**config.mk**
```make
export PLATFORM = sky130hd
export DESIGN_NAME = decoder_scan
export DESIGN_NICKNAME = d
export VERILOG_FILES = /design/src/rtl/decoder_scan.sv
export SDC_FILE = /design/constraint.sdc
export NUM_CORES = 1
export LEC_CHECK = 0
export ABC_AREA = 1
export CAP_MARGIN = 5
export CORE_UTILIZATION = 30
export CTS_CLUSTER_DIAMETER = 80
export DETAILED_ROUTE_END_ITERATION = 10
export SYNTH_ARGS = -nofsm -noshare
export SYNTH_HDL_FRONTEND = slang
export SYNTH_SLANG_ARGS = --single-unit
```
**constraint.sdc**
```tcl
create_clock -name clk -period 1.76 [get_ports clk]
set_clock_uncertainty 0.2 [all_clocks]
set_input_delay 0.352 -clock clk [delete_from_list [all_inputs] [get_ports clk]]
set_output_delay 0.352 -clock clk [all_outputs]
set_load 0.02 [all_outputs]
```
**src/rtl/decoder_scan.sv**
```systemverilog
// Registered N-to-2^N one-hot decoder with a direct mode and a self-stepping
// scan mode (dwell / blank timing) for multiplexed display drive.
module decoder_scan #(
   parameter int N     = 3,
   parameter int DWELL = 4,
   parameter int BLANK = 1
) (
   input  logic              clk,
   input  logic              rst,
   input  logic              ena,
   input  logic              mode,
   input  logic [N-1:0]      a,
   output logic [2**N-1:0]   out,
   output logic [N-1:0]      index,
   output logic              wrap
);

   localparam int W      = 2**N;
   localparam int CMAX_DB = (DWELL > BLANK) ? DWELL : BLANK;
   localparam int CMAX   = (CMAX_DB > 2) ? CMAX_DB : 2;
   localparam int CW     = $clog2(CMAX);
   localparam logic [CW-1:0] DWELL_LAST = CW'(DWELL - 1);
   // Never compared against when BLANK is zero, since the blank state is unreachable.
   localparam logic [CW-1:0] BLANK_LAST = CW'((BLANK > 0) ? (BLANK - 1) : 0);
   localparam logic [N-1:0]  INDEX_MAX  = {N{1'b1}};

   typedef enum logic [1:0] {
      ST_IDLE,
      ST_DIRECT,
      ST_SHOW,
      ST_BLANK
   } state_t;

   state_t          state_q, state_d;
   logic [CW-1:0]   cnt_q, cnt_d;
   logic [W-1:0]    out_q, out_d;
   logic [N-1:0]    index_q, index_d;
   logic            wrap_q, wrap_d;

   logic [N-1:0]    index_step;
   logic [W-1:0]    dec_a;
   logic [W-1:0]    dec_step;

   assign index_step = index_q + 1'b1;

   // Equality decoders for the input select and the next scan index.
   generate
      for (genvar gi = 0; gi < W; gi++) begin : g_dec
         assign dec_a[gi]    = (a == N'(gi));
         assign dec_step[gi] = (index_step == N'(gi));
      end
   endgenerate

   always_comb begin
      state_d = state_q;
      cnt_d   = cnt_q;
      out_d   = out_q;
      index_d = index_q;
      wrap_d  = 1'b0;

      if (!ena) begin
         state_d = ST_IDLE;
         out_d   = '0;
         cnt_d   = '0;
      end else if (!mode) begin
         state_d = ST_DIRECT;
         out_d   = dec_a;
         index_d = a;
         cnt_d   = '0;
      end else begin
         case (state_q)
            ST_IDLE, ST_DIRECT: begin
               state_d = ST_SHOW;
               out_d   = dec_a;
               index_d = a;
               cnt_d   = '0;
            end
            ST_SHOW: begin
               if (cnt_q == DWELL_LAST) begin
                  cnt_d = '0;
                  if (BLANK > 0) begin
                     state_d = ST_BLANK;
                     out_d   = '0;
                  end else begin
                     out_d   = dec_step;
                     index_d = index_step;
                     wrap_d  = (index_q == INDEX_MAX);
                  end
               end else begin
                  cnt_d = cnt_q + 1'b1;
               end
            end
            ST_BLANK: begin
               if (cnt_q == BLANK_LAST) begin
                  state_d = ST_SHOW;
                  cnt_d   = '0;
                  out_d   = dec_step;
                  index_d = index_step;
                  wrap_d  = (index_q == INDEX_MAX);
               end else begin
                  cnt_d = cnt_q + 1'b1;
               end
            end
            default: begin
               state_d = ST_IDLE;
               out_d   = '0;
               cnt_d   = '0;
            end
         endcase
      end
   end

   always_ff @(posedge clk or posedge rst) begin
      if (rst) begin
         state_q <= ST_IDLE;
         cnt_q   <= '0;
         out_q   <= '0;
         index_q <= '0;
         wrap_q  <= 1'b0;
      end else begin
         state_q <= state_d;
         cnt_q   <= cnt_d;
         out_q   <= out_d;
         index_q <= index_d;
         wrap_q  <= wrap_d;
      end
   end

   assign out   = out_q;
   assign index = index_q;
   assign wrap  = wrap_q;

endmodule

```
==> results of run 1 <==
## report_power, final
part / switching, uW / total (uW) / leakage [uW] / internal, uW
clock: 121 / 247 / 0.0000210 / 126
combinational: 113 / 191 / 0.000519 / 77.9
sequential: 14.9 / 399 / 0.000214 / 384
## cells in the final DEF (no fill, tap or decap), types with 4 or more instances in the layout
cell,synthesis,layout
clkdlybuf4s50_1,0,6
buf_4,1,8
dlygate4sd2_1,0,12
nand4_1,4,4
nand2_1,46,46
nand3_1,25,25
inv_1,17,17
dfrtp_1,16,16
ha_1,9,8
nor2_1,6,6
## final cells by class
class	count	share of cell area, %
well taps	44	4.17
multi-input cells	100	40.6
flip-flops and latches	16	30.3
inverters	18	5.12
repair buffers	26	17.1
clock buffers	4	2.75
## critical path, cell delays in order
cell and delay, ps:
clkdlybuf4s50_1 630, inv_1 70, nor2_1 120, nand2_2 70, nand2_1 70, nor2_2 30, buf_4 150, nand2_1 70
nand2_1 60
## registers in the layout (all words and copies together) (netlist names)
| name | flops |
|---|---|
| state_q | 2 |
| wrap | 1 |
| out | 8 |
| cnt_q | 2 |
| index | 3 |
## through the flow
stage               hold WS, ps  worst slack, ps
global route                214             24.8
global placement            283             -163
floorplan                  65.7             82.3
CTS                         189             62.1
finish                      180              118
detailed placement          288             -184
## final timing paths
check | from | slack, ps | cells after the start | endpoint
worst max-delay path | mode | 120 | 9 | out[2]$_DFFE_PP0P_
worst min-delay path | rst | 180 | 3 | out[2]$_DFFE_PP0P_
worst max register to register | index[0]$_DFFE_PP0P_ | 150 | 7 | out[2]$_DFFE_PP0P_
worst min register to register | out[4]$_DFFE_PP0P_ | 300 | 2 | out[4]$_DFFE_PP0P_
max in group asynchronous | rst | 1000 | 3 | index[1]$_DFFE_PP0P_
min in group clk | out[4]$_DFFE_PP0P_ | 300 | 2 | out[4]$_DFFE_PP0P_
## kinds of logic (layout without fill, tap and decap cells)
kind of cell               after synthesis  in the layout  synth area share (%)
AOI/OAI and AO/OA                        5              5                  2.46
adders and majority gates                9              9                  11.1
buffers and inverters                   21             48                  9.00
DFF                                     16             16                  39.5
and+or+nand+nor                         86             86                  38.0
## metal layers
| metal | part of all wire (%) | vias to the layer above |
|---|---|---|
| li1 | - | 490 |
| met1 | 50 | 425 |
| met2 | 46 | 19 |
| met3 | 3.7 | 2 |
| met4 | 0.56 | 0 |
| met5 | 0 | - |
==> results.cfg, run 1 <==
[synthesis]
synth_largest_area_cell = dfrtp_1
ys_ff_latch = 16
ys_types = 19
synth_area_um2 = 1010
syn_inst = 137
yosysTopAreaCellShare_pct = 39.5
postSynthAreaPerCell_um2 = 7.41
syn_nets = 153
yosys_warnings = 0
synth_edf_count = 0
async_flop_share_pct = 100
synth_area_leaders = dfrtp_1, nand2_1, nand3_1
synth_common_cells = nand2_1, nand3_1, inv_1, dfrtp_1, ha_1
yosysSeqAreaShare_pct = 39.5
synth_ff_type = dfrtp_1
yosysMostFrequentCell = nand2_1

[cts]
cts_hold_buf = 0
clock_sinks = 16
clk_latency_ps = 280
ctsResizeCount = 12
cts_root_buf = clkbuf_4
post_cts_buffers = 0
h-tree-depth = 1
cts_tree = done
cts_buffers = 3
cts_buffer_depth = 2
clk_pin_slew_ps = 100

[floorplanning]
io_pins = 19
die_area_um2 = 3620
start_util_pct = 32.4
placementRows = 20
fp.coreArea_um2 = 3130
die_y_um = 60.2
die_w_um = 60.2

[timing]
setup_tns_ps = 0
max_freq_ghz = 0.609
worstMarginPinSlew_ps = 287
period_minus_slack_ps = 1640
setup_violations = 0
rsz0062_at_grt = false
slew_violations = 0
finalCritPeriodShare_pct = 93.3
slew-limit-headroom_pct = 80.8
finalHoldViolCount = 0

[detailed_routing]
viasPerCell = 4.50
ant_nets = 0
vias = 936
drt-initial-drc-count = 38
remaining_drc_errors = 0
dr.pass1.iters = 4
wl_per_cell_um = 10.2
wl_mm = 2.13

[grt]
grt.total_usage_pct = 14.2
use_met1_pct = 18.2
antenna_found_initial = 0
grt_pass1_wl_mm = 3.84
grt_busiest_layer = met2
grt-ovfl-total = 0
grtUsageMet2_pct = 23.1
grt_max_degree = 17
use_met3_pct = 2.81
grt_pass1_vias = 876

[cells_and_area]
utilization_pct = 42.2
final_nets = 181
area_delta_synth_final_pct = 30.1
drive_above_1_share_pct = 11.0
fin_area_um2 = 1320
final-seq-area_um2 = 400
fillers = 336
multi_input_area_um2 = 536
fin_cells = 208
diodes = 0

[setup_path]
cp-end-kind = flip-flop
crit_required_ps = 1740
cp_max_fo = 9
path_class = in -> reg
crit_path_start_kind = input port
worstPathArrival_ps = 1630

[power]
peakVddDrop_mv = 0.185
power_per_cell_area_nw_per_um2 = 633
power.leakage_uw = 0.000754
power_uw = 836

[placement]
dp.cells = 204
gp_congestion = 0.866
port_buffers = 18
post-dp-hpwl_mm = 1.72
placed_area_um2 = 1290

[run]
drv_cap = 0

[min_path]
hold_class = in -> async

[run_status]
status = finished, final reports clean
No activity file was read; power rests on OpenSTA's default activity.
==> run 2, diff against run 1 <==
CORE_UTILIZATION = 50   (was 30)
PLACE_DENSITY = 0.77   (was default)
==> results.cfg, run 2 (synthesized netlist as in run 1, its figures left out) <==
[cts]
clk_latency_ps = 290
cts_tree = done
cts_root_buf = clkbuf_4
clock_sinks = 16
post_cts_buffers = 0
cts_hold_buf = 0
cts_buffer_depth = 2
h-tree-depth = 1
cts_buffers = 3
clk_pin_slew_ps = 100

[power]
internal_power_uw = 537
p_sw_uw = 244
p_seq_share_pct = 51.0
p_sw_share_pct = 31.3
p_comb_share_pct = 24.0
peakVddDrop_mv = 0.448
clkPwrFrac_pct = 25.0
power.leakage_uw = 0.000767
power_per_cell_area_nw_per_um2 = 609

[grt]
grtUsageMet2_pct = 43.1
grt_busiest_layer = met2
grt.total_usage_pct = 23.6
grt_max_degree = 17
antenna_found_initial = 0
use_met1_pct = 28.5
grt-ovfl-total = 0
grt_pass1_vias = 896
use_met3_pct = 3.46
grt_pass1_wl_mm = 3.66

[setup_path]
cp-end-kind = flip-flop
rrSetupSlack_ps = 60
max_stage_delay_ps = 420
cp_max_fo = 6
path_cells = ha_1 -> ha_1 -> inv_1 -> nand3_1 -> nand2_1 -> nand2_1 -> nand2_1
crit_required_ps = 1750
critPathMostFrequentCell = nand2_1
worstPathArrival_ps = 1690
crit_slowest_cell = dfrtp_1
r2r-start = index[1]$_DFFE_PP0P_
path_class = reg -> reg
crit_start = index[1]$_DFFE_PP0P_
crit_path_start_kind = flip-flop

[timing]
slew_violations = 0
finalCritPeriodShare_pct = 96.5
setup_violations = 0
worstMarginPinSlew_ps = 277
whs_ps = 177
setup_tns_ps = 0
finalHoldViolCount = 0
max_freq_ghz = 0.589
period_minus_slack_ps = 1700
slew-limit-headroom_pct = 81.5

[cells_and_area]
area_delta_synth_final_pct = 26.3
final_common_cell = nand2_1
multi_input_area_um2 = 523
final_nets = 182
fin_cells = 189
drive_above_1_share_pct = 10.4
fillers = 173
final-seq-area_um2 = 400
layout_common_cells = nand2_1, nand3_1, inv_1
largest_reg_flops = 8
diodes = 0

[detailed_routing]
viasPerCell = 5.10
vias = 963
ant_nets = 0
wl_per_cell_um = 12.0
remaining_drc_errors = 0
wl_mm = 2.27
drt-initial-drc-count = 37
dr.pass1.iters = 5

[placement]
dp.cells = 186
port_buffers = 18
gp_congestion = 0.901
post-dp-hpwl_mm = 1.79

[floorplanning]
fp.coreArea_um2 = 1820
die_w_um = 47.1
placementRows = 15
die_y_um = 47.1
die_area_um2 = 2210
start_util_pct = 55.7
io_pins = 19

[min_path]
hold_class = in -> async

[run]
drv_cap = 0

[run_status]
status = finished, final reports clean
run 2: changes by cell type in the layout (fill, tap and decap cells not counted), sizes merged:
| cell | change |
|---|---|
| clkbuf | -1 |
| dlymetal6s2s | +1 |
| buf | +1 |
| dlygate4sd2 | -1 |
run 2: path summary, 6_finish.rpt:
check,to,cells after the start
hold / removal,state_q[0]$_DFFE_PP0P_,3
min in group clk,out[4]$_DFFE_PP0P_,2
max in group asynchronous,cnt_q[0]$_DFF_PP0_,3
setup / recovery,out[1]$_DFFE_PP0P_,7
hold reg to reg,out[4]$_DFFE_PP0P_,2
setup reg to reg,out[1]$_DFFE_PP0P_,7
run 2: area by class of cell:
| type | count | share of cell area (%) |
|---|---|---|
| clock buffers | 3 | 1.76 |
| inverters | 18 | 5.27 |
| multi-input cells | 100 | 40.8 |
| flip-flops and latches | 16 | 31.2 |
| well taps | 25 | 2.44 |
| repair buffers | 27 | 18.5 |
run 2: critical path, delay by kind of cell, from the launching register on:
| family | cells | cell delay (ps) |
|---|---|---|
| adders and majority gates | 2 | 570 |
| DFF | 1 | 420 |
| and+or+nand+nor | 4 | 280 |
| buffers and inverters | 1 | 110 |
run 2: metrics by stage:
step           area (um^2)  setup WS [ps]  total power [uW]  utilization (%)
2_1_floorplan         1010           82.3               514                -
3_3_place_gp          1270           -111               595             69.8
3_5_place_dp          1270           -160               601             69.8
4_1_cts               1280           5.92               779             70.2
5_1_grt               1280         -0.951               814             70.4
6_report              1280           60.9               781             70.4
run 2: repair_timing:
item	in CTS	in global routing
setup endpoints to repair	11	1
cloned	0	0
resized for setup	11	1
run 2: power by group through the flow:
stage	clock network [uW]	registers (uW)	logic, uW
5_1_grt	205	400	209
6_report	195	398	188
2_1_floorplan	0	423	91.3
3_3_place_gp	0	404	191
3_5_place_dp	0	406	195
4_1_cts	194	398	187
run 2: per-layer routing:
metal	up-vias	wire, um	part of all wire, %
li1	492	-	-
met3	2	93	4.1
met5	-	0	0
met1	440	1020	45
met4	0	11	0.49
met2	29	1140	50
